<file path="src/rtl/scan_chain_ctrl.sv">
// Scan-chain sequencer: shifts a pattern in, runs one capture cycle, then unloads the response.
// Optional MISR signature over the unload stream is enabled by defining SCAN_CHAIN_CTRL_MISR_EN.
module scan_chain_ctrl #(
   parameter int unsigned MAX_LEN = 64,
   parameter int unsigned LW      = $clog2(MAX_LEN + 1)
`ifdef SCAN_CHAIN_CTRL_MISR_EN
   ,
   parameter int unsigned SIG_W        = 16,
   parameter logic [SIG_W-1:0] SIG_POLY = 16'h1021
`endif
) (
   input  logic               CLK,
   input  logic               RST,
   input  logic               START,
   input  logic [LW-1:0]      LEN,
   input  logic [MAX_LEN-1:0] PAT,
   input  logic               ABORT,
   input  logic               SO,
`ifdef SCAN_CHAIN_CTRL_MISR_EN
   input  logic               SIG_CLR,
   output logic [SIG_W-1:0]   SIG,
`endif
   output logic               SE,
   output logic               SI,
   output logic               BUSY,
   output logic [MAX_LEN-1:0] RSP,
   output logic               RSP_VALID,
   output logic               ERR
);

   localparam logic [2:0] IDLE    = 3'd0;
   localparam logic [2:0] SHIFT   = 3'd1;
   localparam logic [2:0] CAPTURE = 3'd2;
   localparam logic [2:0] UNLOAD  = 3'd3;
   localparam logic [2:0] DONE    = 3'd4;

   logic [2:0]         state, state_d;
   logic [LW-1:0]      cnt, cnt_d;
   logic [LW-1:0]      len_q, len_d;
   logic [MAX_LEN-1:0] pat_sh, pat_sh_d;
   logic [MAX_LEN-1:0] rsp_sh, rsp_sh_d;
   logic [MAX_LEN-1:0] rsp_d;
   logic [MAX_LEN-1:0] aligned;
   logic               se_d, si_d, busy_d, valid_d, err_d;
   logic               last;
`ifdef SCAN_CHAIN_CTRL_MISR_EN
   logic [SIG_W-1:0]   sig_d;
`endif

   // Next state plus next values of every registered output
   always_comb begin
      state_d  = state;
      cnt_d    = cnt;
      len_d    = len_q;
      pat_sh_d = pat_sh;
      rsp_sh_d = rsp_sh;
      rsp_d    = RSP;
      err_d    = ERR;
      se_d     = 1'b0;
      si_d     = 1'b0;
      busy_d   = 1'b1;
      valid_d  = 1'b0;
      last     = (cnt == len_q - LW'(1));
      // Left-justify the pattern so bit LEN-1 sits at the MSB and leaves first
      aligned  = PAT << (LW'(MAX_LEN) - LEN);
`ifdef SCAN_CHAIN_CTRL_MISR_EN
      sig_d    = SIG;
`endif
      case (state)
         IDLE: begin
            busy_d = 1'b0;
            if (START) begin
               busy_d = 1'b1;
               if (LEN != '0 && LEN <= LW'(MAX_LEN)) begin
                  state_d  = SHIFT;
                  cnt_d    = '0;
                  len_d    = LEN;
                  err_d    = 1'b0;
                  rsp_sh_d = '0;
                  se_d     = 1'b1;
                  si_d     = aligned[MAX_LEN-1];
                  pat_sh_d = aligned << 1;
               end else begin
                  err_d   = 1'b1;
                  state_d = DONE;
               end
            end
         end
         SHIFT: begin
            if (ABORT) begin
               state_d = IDLE;
               busy_d  = 1'b0;
            end else if (last) begin
               state_d = CAPTURE;
               cnt_d   = '0;
            end else begin
               cnt_d    = cnt + LW'(1);
               se_d     = 1'b1;
               si_d     = pat_sh[MAX_LEN-1];
               pat_sh_d = pat_sh << 1;
            end
         end
         CAPTURE: begin
            if (ABORT) begin
               state_d = IDLE;
               busy_d  = 1'b0;
            end else begin
               state_d = UNLOAD;
               cnt_d   = '0;
               se_d    = 1'b1;
            end
         end
         UNLOAD: begin
            if (ABORT) begin
               state_d = IDLE;
               busy_d  = 1'b0;
            end else begin
               // SO arrives from position LEN-1 downward, so shifting left lands it in order
               rsp_sh_d = {rsp_sh[MAX_LEN-2:0], SO};
`ifdef SCAN_CHAIN_CTRL_MISR_EN
               sig_d = ({SIG[SIG_W-2:0], 1'b0} ^ (SIG[SIG_W-1] ? SIG_POLY : '0))
                       ^ {{(SIG_W-1){1'b0}}, SO};
`endif
               if (last) begin
                  state_d = DONE;
               end else begin
                  cnt_d = cnt + LW'(1);
                  se_d  = 1'b1;
               end
            end
         end
         DONE: begin
            state_d = IDLE;
            busy_d  = 1'b0;
            valid_d = 1'b1;
            if (!ERR) rsp_d = rsp_sh;
         end
         default: begin
            state_d = IDLE;
            busy_d  = 1'b0;
         end
      endcase
`ifdef SCAN_CHAIN_CTRL_MISR_EN
      if (SIG_CLR) sig_d = '0;
`endif
   end

   // State and output registers
   always_ff @(posedge CLK) begin
      if (RST) begin
         state     <= IDLE;
         cnt       <= '0;
         len_q     <= '0;
         pat_sh    <= '0;
         rsp_sh    <= '0;
         RSP       <= '0;
         SE        <= 1'b0;
         SI        <= 1'b0;
         BUSY      <= 1'b0;
         RSP_VALID <= 1'b0;
         ERR       <= 1'b0;
`ifdef SCAN_CHAIN_CTRL_MISR_EN
         SIG       <= '0;
`endif
      end else begin
         state     <= state_d;
         cnt       <= cnt_d;
         len_q     <= len_d;
         pat_sh    <= pat_sh_d;
         rsp_sh    <= rsp_sh_d;
         RSP       <= rsp_d;
         SE        <= se_d;
         SI        <= si_d;
         BUSY      <= busy_d;
         RSP_VALID <= valid_d;
         ERR       <= err_d;
`ifdef SCAN_CHAIN_CTRL_MISR_EN
         SIG       <= sig_d;
`endif
      end
   end

endmodule

</file>
<file path="config.mk">
export PLATFORM = sky130hd
export DESIGN_NAME = scan_chain_ctrl
export DESIGN_NICKNAME = d
export VERILOG_FILES = /design/src/rtl/scan_chain_ctrl.sv
export SDC_FILE = /design/constraint.sdc
export NUM_CORES = 1
export LEC_CHECK = 0
export BUFFER_PORTS_ARGS = -buffer_cell sky130_fd_sc_hd__buf_2
export CORE_MARGIN = 4
export CORE_UTILIZATION = 54
export DETAILED_ROUTE_END_ITERATION = 10
export HOLD_SLACK_MARGIN = 0.03
export PLACE_DENSITY = 0.77
export SKIP_LAST_GASP = 1
export SLEW_MARGIN = 20
export SYNTH_ARGS = -nofsm -noshare
export SYNTH_HDL_FRONTEND = slang
export SYNTH_SLANG_ARGS = --single-unit
</file>
<file path="constraint.sdc">
create_clock -name CLK -period 3.7 [get_ports CLK]
set_input_delay 0 -clock CLK [delete_from_list [all_inputs] [get_ports CLK]]
set_output_delay 0 -clock CLK [all_outputs]
set_load 0.02 [all_outputs]
</file>
==> impl_metrics.csv <==
group,metric,value,unit
outcome,run_status,"complete, no violations",
synthesis,synthCells,1554,
sta,max_freq,294,MHz
clocking,cts_buffers,23,
power,sequentialPowerShare,37.4,%
synthesis,synth_seq_cells,213,
critical_path,cp-end-kind,"flop",
place,dp.final_hpwl,29100,µm
power,combPwrFrac,25.1,%
sta,rsz0062_at_grt,"false",
power,p_clk_share,37.5,%
clocking,postCtsSetupBuffers,0,
global_route,grt_busiest_layer,"met2",
synthesis,ys_types,78,
sta,min_period_over_period,92.0,%
cells_and_area,finalInstanceArea,0.0149,mm²
cells_and_area,seqCellArea,0.00426,mm²
sta,finalHoldViolCount,0,
clocking,clkTransAtPathRegs,0.07,ns
drt,wire_per_inst,20.9,µm
place,gp_congestion,1.01,
critical_path,rrSetupSlack,0.29,ns
cells_and_area,syn2layout_area_growth,16.3,%
sta,fin_tns_setup,0,ns
global_route,grt_pass1_wl,66000,µm
power,p_total,6.50,mW
power,ir_drop,0.000316,V
clocking,clockBufferDepth,3,
place,placed_cell_area,0.0139,mm²
synthesis,synthFlopType,"dfxtp_1",
worst_hold_path,hold_class,"in2reg",
critical_path,startpoint_type,"flop",
global_route,grt_util_met2,45.5,%
critical_path,critPathMaxFanout,55,
critical_path,worstPathRequired,4.14,ns
cells_and_area,num_antenna_cells,0,
global_route,globalRouteTotalUtil,30.5,%
synthesis,synth_most_common_cell,"nand2_1",
drt,drt_iter0_markers,1687,
clocking,insertion_delay,0.53,ns
drt,via_per_inst,6.52,
global_route,grt_pass1_vias,11900,
floorplan,io_pins,145,
floorplan,initial_utilization,54.7,%
global_route,use_met3,5.07,%
synthesis,synth_area,0.0128,mm²
drt,num_vias,12900,
synthesis,ys_seq_area_share,33.3,%
clocking,cts.sinks,213,
synthesis,synth_area_leader_cell,"dfxtp_1",
synthesis,yosysWarnings,0,
sta,setup_viol,0,
sta,worstMarginPinSlew,1.16,ns
power,swShare,32.0,%
power,power.density,437,mW/mm²
synthesis,avgSynthCellArea,8.24,µm²
floorplan,die_y,162,µm
synthesis,postSynth.asyncResetShare,0,%
sta,fin_crit,3.41,ns
drt,ant_nets,0,
floorplan,die_area,0.0262,mm²
drt,routed_wl,41400,µm
power,intPower,4.42,mW
synthesis,netlist_top_cells_area,"dfxtp_1, mux4_2, nand2_1",
critical_path,rr_endpoint,"pat_sh[50]$_SDFFE_PP0P_",
synthesis,synth_enable_flop_cells,0,
drt,route.detailed.drc,0,
floorplan,core.rowCount,56,
sta,slew_headroom,22.7,%
place,port_buffers,144,
clocking,htreeDepth,1,
critical_path,rr_startpoint,"len_q[0]$_SDFFE_PP0P_",
clocking,cts_hold_buf,17,
cells_and_area,nFillCells,2035,
sta,holdWs,0.207,ns
worst_hold_path,holdPathEnd,"pat_sh[1]$_SDFFE_PP0P_",
job,drv_cap,0,
power,power.switching,2.08,mW
worst_hold_path,min_from,"PAT[0]",
clocking,cts_resized,0,
critical_path,worstPathArrival,3.84,ns
global_route,grt_max_degree,102,
power,p_leak,5.52,nW
cells_and_area,drive_gt1_share,21.2,%
floorplan,core,0.0234,mm²
clocking,cts_root_buf,"clkbuf_16",
floorplan,die_w,162,µm
critical_path,critical_path_class,"reg2reg",
clocking,cts_tree,"yes",
global_route,antenna_found_initial,0,
synthesis,syn-num-nets,1633,
sta,slew_violations,0,
global_route,globalRouteMet1Util,44.8,%
critical_path,ff2ff_path_depth,10,
worst_hold_path,min_delay_path_depth,5,
cells_and_area,utilization,63.6,%
cells_and_area,multi_input_area,0.00803,mm²
synthesis,yosys-top-cells-count,"nand2_1, dfxtp_1, a21oi_1",
drt,dr.pass1.iters,6,
cells_and_area,finalNetCount,1728,
sta,skew,0.0236,ns
synthesis,synth_top_area_share,33.3,%
global_route,overflow,0,
[sequential cells by signal, summed over array words and instances (netlist names)]
register   flops
BUSY           1
ERR            1
RSP           64
RSP_VALID      1
SE             1
SI             1
cnt            7
len_q          7
pat_sh        63
rsp_sh        64
state          3
[layer usage]
metal | up-vias | routed length, µm
li1 | 5917 | -
met1 | 6154 | 17600
met2 | 747 | 18200
met3 | 122 | 4060
met4 | 0 | 1510
met5 | - | 0
[cell families after synthesis]
| logic type | share of synthesized area (%) |
|---|---|
| compound gates | 19.5 |
| xor+xnor | 1.29 |
| fa+ha+maj | 0.293 |
| buf+inv | 4.81 |
| flops | 33.3 |
| mux | 20.0 |
| simple gates | 20.7 |
[worst max-delay path, cell delays in order (launching register included)]
cell,delay [ns]
dfxtp_1,0.47
inv_1,0.08
ha_1,0.29
or4b_2,0.24
a211oi_1,0.04
nor4_1,0.28
and4bb_1,0.28
o31ai_4,0.93
buf_12,0.34
nor2_1,0.08
a311oi_1,0.28
[worst max-delay path by stage]
stage / cells past startpoint / startpoint / endpoint / slack, ns
after floorplan: 17 / LEN[0] / pat_sh[43]$_SDFFE_PP0P_ / 0.02
after global placement: 10 / len_q[0]$_SDFFE_PP0P_ / pat_sh[41]$_SDFFE_PP0P_ / 0.57
after detailed placement: 10 / len_q[0]$_SDFFE_PP0P_ / pat_sh[41]$_SDFFE_PP0P_ / 0.43
after CTS: 10 / len_q[0]$_SDFFE_PP0P_ / pat_sh[50]$_SDFFE_PP0P_ / 0.38
after global routing: 10 / len_q[0]$_SDFFE_PP0P_ / pat_sh[50]$_SDFFE_PP0P_ / 0.14
final: 10 / len_q[0]$_SDFFE_PP0P_ / pat_sh[50]$_SDFFE_PP0P_ / 0.29
[layout make-up]
cell class              count  area share (%)
well taps                 319            2.68
repair buffers            210            9.09
clock inverters            16            1.34
inverters                   8           0.202
multi-input cells        1193            54.0
clock buffers              26            4.08
flip-flops and latches    213            28.6
[power groups by stage]
stage	Combinational, mW	Sequential (mW)	Clock [mW]
global route	1.73	2.44	2.54
finish	1.63	2.43	2.44
CTS	1.58	2.43	2.45
floorplan	1.07	2.46	0
global placement	1.54	2.48	0
detailed placement	1.56	2.48	0
[per-stage QoR]
step,setup slack [ns],cells
floorplan,0.0220,1554
global placement,0.572,1926
detailed placement,0.426,1926
CTS,0.384,1985
global route,0.139,1985
finish,0.294,1985
[cell usage in the layout (no fill, tap or decap), types with 17 or more instances in the layout]
| cell | Yosys | routed |
|---|---|---|
| a211oi_1 | 34 | 34 |
| a21oi_1 | 174 | 173 |
| a221oi_1 | 24 | 24 |
| a311oi_1 | 19 | 19 |
| buf_2 | 36 | 143 |
| buf_4 | 2 | 42 |
| clkbuf_16 | 0 | 23 |
| dfxtp_1 | 213 | 213 |
| dlygate4sd3_1 | 0 | 17 |
| mux2_2 | 29 | 29 |
| mux2i_1 | 91 | 91 |
| mux4_2 | 59 | 59 |
| nand2_1 | 280 | 279 |
| nand3_1 | 84 | 84 |
| nor2_1 | 132 | 128 |
| nor3_1 | 60 | 60 |
| o21ai_0 | 32 | 32 |
Note: power is estimated with default switching activity, not from simulation.
